## config.mk

```make
export PLATFORM = sky130hd
export DESIGN_NAME = keypoint_streamer
export DESIGN_NICKNAME = d
export VERILOG_FILES = /design/src/rtl/sift_pkg.sv /design/src/rtl/keypoint_streamer.sv
export SDC_FILE = /design/constraint.sdc
export NUM_CORES = 1
export LEC_CHECK = 0
export CAP_MARGIN = 20
export CORE_ASPECT_RATIO = 0.8
export CORE_UTILIZATION = 54
export CTS_CLUSTER_SIZE = 14
export DETAILED_ROUTE_END_ITERATION = 16
export PLACE_DENSITY = 0.84
export SYNTH_ARGS = -nofsm -noshare
export SYNTH_HDL_FRONTEND = slang
export SYNTH_SLANG_ARGS = --single-unit
```

## constraint.sdc

```tcl
create_clock -name clk -period 3.8 [get_ports clk]
set_input_delay 0.57 -clock clk [delete_from_list [all_inputs] [get_ports clk]]
set_output_delay 0.57 -clock clk [all_outputs]
set_load 0.03 [all_outputs]
```

## src/rtl/sift_pkg.sv

```systemverilog
// sift_pkg: shared keypoint-streamer FSM states and frame delimiter bytes.
package sift_pkg;
  typedef enum logic [3:0] {
    IDLE, HDR, CNT_HI, CNT_LO, FETCH, WAIT1, WAIT2, SX, SY, SL, TRL, FIN
  } state_t;
  localparam logic [7:0] HDR_BYTE = 8'hA5;
  localparam logic [7:0] TRL_BYTE = 8'h5A;
endpackage

```

## src/rtl/keypoint_streamer.sv

```systemverilog
// keypoint_streamer: reads keypoints from an external 2-cycle BRAM and frames them as a byte stream.
module keypoint_streamer
  import sift_pkg::*;
#(
  parameter int DIMENSION = 4,
  parameter int KW = 2*$clog2(DIMENSION)+1
) (
  input  logic                                   clk,
  input  logic                                   rst_in,
  input  logic                                   start,
  input  logic [$clog2(DIMENSION*DIMENSION):0]   num_keypts,
  output logic [$clog2(DIMENSION*DIMENSION)-1:0] key_read_addr,
  input  logic [KW-1:0]                          key_data,
  output logic [7:0]                             out_data,
  output logic                                   out_valid,
  input  logic                                   out_ready,
  output logic                                   busy,
  output logic                                   done
);
  localparam int CW = $clog2(DIMENSION);
  localparam int AW = $clog2(DIMENSION*DIMENSION);
  localparam int NW = AW + 1;
  localparam logic [NW-1:0] MAXK = NW'(DIMENSION*DIMENSION);
  state_t state_q, state_d;
  logic [NW-1:0] count_q, index_q, idx_inc;
  logic [AW-1:0] addr_q;
  logic [KW-1:0] key_q;
  logic [15:0]   count16;
  logic          xfer;
  assign idx_inc = index_q + 1'b1;
  assign count16 = 16'(count_q);
  assign xfer    = out_valid && out_ready;
  always_ff @(posedge clk or posedge rst_in) begin
    if (rst_in) begin
      state_q <= IDLE;
      count_q <= '0;
      index_q <= '0;
      addr_q  <= '0;
      key_q   <= '0;
    end else begin
      state_q <= state_d;
      if (state_q == IDLE && start) begin
        count_q <= (num_keypts > MAXK) ? MAXK : num_keypts;
        index_q <= '0;
      end
      if (state_q == FETCH) addr_q <= index_q[AW-1:0];
      if (state_q == WAIT2) key_q <= key_data;
      if (state_q == SL && xfer) index_q <= idx_inc;
    end
  end
  always_comb begin
    state_d = state_q;
    case (state_q)
      IDLE:    state_d = start ? HDR : IDLE;
      HDR:     state_d = xfer ? CNT_HI : HDR;
      CNT_HI:  state_d = xfer ? CNT_LO : CNT_HI;
      CNT_LO:  state_d = xfer ? ((count_q != '0) ? FETCH : TRL) : CNT_LO;
      FETCH:   state_d = WAIT1;
      WAIT1:   state_d = WAIT2;
      WAIT2:   state_d = SX;
      SX:      state_d = xfer ? SY : SX;
      SY:      state_d = xfer ? SL : SY;
      SL:      state_d = xfer ? ((idx_inc < count_q) ? FETCH : TRL) : SL;
      TRL:     state_d = xfer ? FIN : TRL;
      FIN:     state_d = IDLE;
      default: state_d = IDLE;
    endcase
  end
  // Byte mux depends only on registered state, so out_data cannot move during a stall.
  always_comb begin
    out_valid     = state_q inside {HDR, CNT_HI, CNT_LO, SX, SY, SL, TRL};
    key_read_addr = (state_q == FETCH) ? index_q[AW-1:0] : addr_q;
    busy          = state_q != IDLE;
    done          = state_q == FIN;
    case (state_q)
      HDR:     out_data = HDR_BYTE;
      CNT_HI:  out_data = count16[15:8];
      CNT_LO:  out_data = count16[7:0];
      SX:      out_data = 8'(key_q[KW-1 -: CW]);
      SY:      out_data = 8'(key_q[CW:1]);
      SL:      out_data = {7'b0, key_q[0]};
      TRL:     out_data = TRL_BYTE;
      default: out_data = 8'h00;
    endcase
  end
endmodule
```

==> flow_metrics.tcl <==
set metrics [dict create \
    outcome "complete, no violations" \
    maxSlewHeadroom_pct 42.0 \
    final.period_utilization_pct 80.8 \
    hpwlAfterDp_um 2420 \
    setup_violations 0 \
    cts_hold_buf 0 \
    grt_pass1_wl_um 5100 \
    h-tree-depth 1 \
    worst-path-buf-inv 1 \
    syn_area_um2 1370 \
    timing.rr.start "index_q[0]" \
    worst_ep_required_time_ns 3.23 \
    syn-num-nets 164 \
    die_y_um 47.1 \
    die_w_um 58.4 \
    grt_max_degree 24 \
    skew_ns 0.00641 \
    hold_viol_final 0 \
    max_cap_violations 0 \
    synth_cell_types 38 \
    die_area_um2 2750 \
    io_pins 29 \
    drt_iter0_markers 70 \
    n_antenna_cell 0 \
    grt_antenna_before_repair 0 \
    cts.repair.resized 0 \
    max_stage_delay_ns 0.60 \
    design.final.nets 188 \
    fmax_mhz 325 \
    mostFrequentLayoutCell "clkdlybuf4s50_1" \
    syn_inst 145 \
    peakVddDrop_uv 422 \
    finalNonFillerCells 202 \
    yosysWarnings 0 \
    clock_latency_ns 0.33 \
    initial_core_util_pct 60.4 \
    synth_ff_type "dfrtp_1" \
    clkTransAtPathRegs_ns 0.13 \
    min_from "addr_q[0]" \
    via_per_inst 5.81 \
    grt_pass1_vias 1089 \
    cts_tree "done" \
    dpl.cell_count 198 \
    numCtsBuffers 3 \
    rsz0062_at_grt "false" \
    cts_buffer_depth 2 \
    drc 0 \
    num_rows 15 \
    fin_crit_ns 3.07 \
    drive_gt1_share_pct 10.1 \
    cp_max_fo 15 \
    drtPass1Iterations 4 \
    cp.arrival_ns 2.50 \
    cts_root_buffer "clkbuf_4" \
    holdWs_ns 0.508 \
    wl_um 3140 \
    synth_edf_count 0 \
    syn-mean-instance-area_um2 9.47 \
    ant_nets 0 \
    p_per_area_nw_per_um2 753 \
    routabilityCongestion 0.837 \
    regToRegSetupSlack_ns 1.61 \
    cp-start-kind "flip-flop" \
    slew_violations 0 \
    vias 1174 \
    grt_overflow 0 \
    crit_type "flip-flop to output pin" \
    layout_common_cells "28 x clkdlybuf4s50_1, 23 x dfrtp_1, 12 x nand2_1, 12 x o21ai_0, 12 x inv_1" \
    track_usage_pct 25.8 \
    ys_ff_latch 23 \
    area_delta_synth_final_pct 21.8 \
    nFillCells 179 \
    cp-startpoint "state_q[3]" \
    tightest_slew_ns 0.869 \
    crit_chain "nor2_1, and3_1, mux2_2, clkdlybuf4s50_1" \
    async_reset_ff_share_pct 100 \
    path_delay_family "simple AND/OR/NAND/NOR gates" \
    final.setup.tns_ns 0 \
    coreArea_um2 2270 \
    avgRoutedWirePerCell_um 15.5 \
    hold_path_class "flip-flop to flip-flop" \
    cpMaxStageDelayCell "clkdlybuf4s50_1" \
    post_cts_buffers 0 \
    io_buffers 28 \
    clkSinkCount 23 \
    leakagePower_uw 0.000734 \
    end_kind "output pin" \
    seq_area_frac_synth_pct 41.9 \
]
metal layers:
| metal | wire length [um] | track usage, % |
|---|---|---|
| met1 | 1410 | 34.9 |
| met3 | 213 | 6.34 |
| met5 | 0 | 0 |
| met4 | 45 | 10.0 |
| met2 | 1470 | 40.9 |
where the power goes:
part           leakage, uW  total [uW]  switching, uW  internal (uW)
logic             0.000418         694            390            304
clock network    0.0000177         120           80.5           39.7
registers         0.000298         445            122            322
total             0.000734        1260            593            666
cell families (layout without fill, tap and decap cells):
| group | after synthesis | after routing | synth area share, % |
|---|---|---|---|
| xor+xnor | 3 | 3 | 1.91 |
| simple gates | 42 | 42 | 15.5 |
| fa+ha+maj | 5 | 5 | 4.56 |
| buf+inv | 21 | 44 | 7.02 |
| compound gates | 39 | 39 | 19.4 |
| mux | 12 | 12 | 9.66 |
| flops | 23 | 23 | 41.9 |
worst paths after layout:
| path | endpoint | depth (start not counted) |
|---|---|---|
| setup / recovery | key_read_addr[2] | 4 |
| hold / removal | addr_q[0] | 1 |
| setup reg to reg | state_q[3] | 7 |
| hold reg to reg | addr_q[0] | 1 |
| max in group asynchronous | state_q[1] | 2 |
| min in group asynchronous | key_q[2] | 2 |
synth_stat cells (3+ instances only):
library cell / number / area [um^2]
o21ai_0: 12 / 60.1
nand3_1: 8 / 40.0
buf_2: 5 / 25.0
and3_1: 3 / 18.8
dfrtp_1: 23 / 576
a22o_1: 4 / 35.0
ha_1: 5 / 62.6
a21oi_1: 6 / 30.0
nor2_1: 5 / 18.8
nand2b_1: 5 / 31.3
mux2_2: 9 / 101
inv_1: 12 / 45.0
o22ai_1: 3 / 18.8
o21a_1: 3 / 22.5
nor3_1: 3 / 15.0
nand2_1: 12 / 45.0
through the flow:
step | setup slack [ns] | area (um^2) | power [uW] | utilization, %
finish | 0.728 | 1670 | 1260 | 73.6
global route | 0.667 | 1670 | 1350 | 73.6
CTS | 0.787 | 1670 | 1260 | 73.6
detailed placement | 1.17 | 1640 | 1140 | 72.4
global placement | 1.24 | 1640 | 1100 | 72.4
floorplan | 1.75 | 1370 | 925 | -
worst reg2reg max path: stages (launching register included):
cell and delay [ns]:
dfrtp_1 0.45, ha_1 0.25, xor2_1 0.17, ha_1 0.20, or3_1 0.38, o22ai_1 0.22
o2111ai_1 0.17, a31o_1 0.27
state kept, by name (all words and copies together) (netlist names):
register	flops
state_q	4
index_q	5
key_q	5
addr_q	4
count_q	5
area by class of cell:
| cell class | instances | area, um^2 | share of cell area [%] |
|---|---|---|---|
| Inverter | 12 | 45.0 | 2.69 |
| Timing Repair Buffer | 28 | 280 | 16.8 |
| Tap cell | 34 | 42.5 | 2.54 |
| Clock buffer | 3 | 22.5 | 1.35 |
| Clock inverter | 1 | 5.00 | 0.299 |
| Sequential cell | 23 | 576 | 34.4 |
| Multi-Input combinational cell | 101 | 701 | 41.9 |
(Power assumes the default switching activity.)
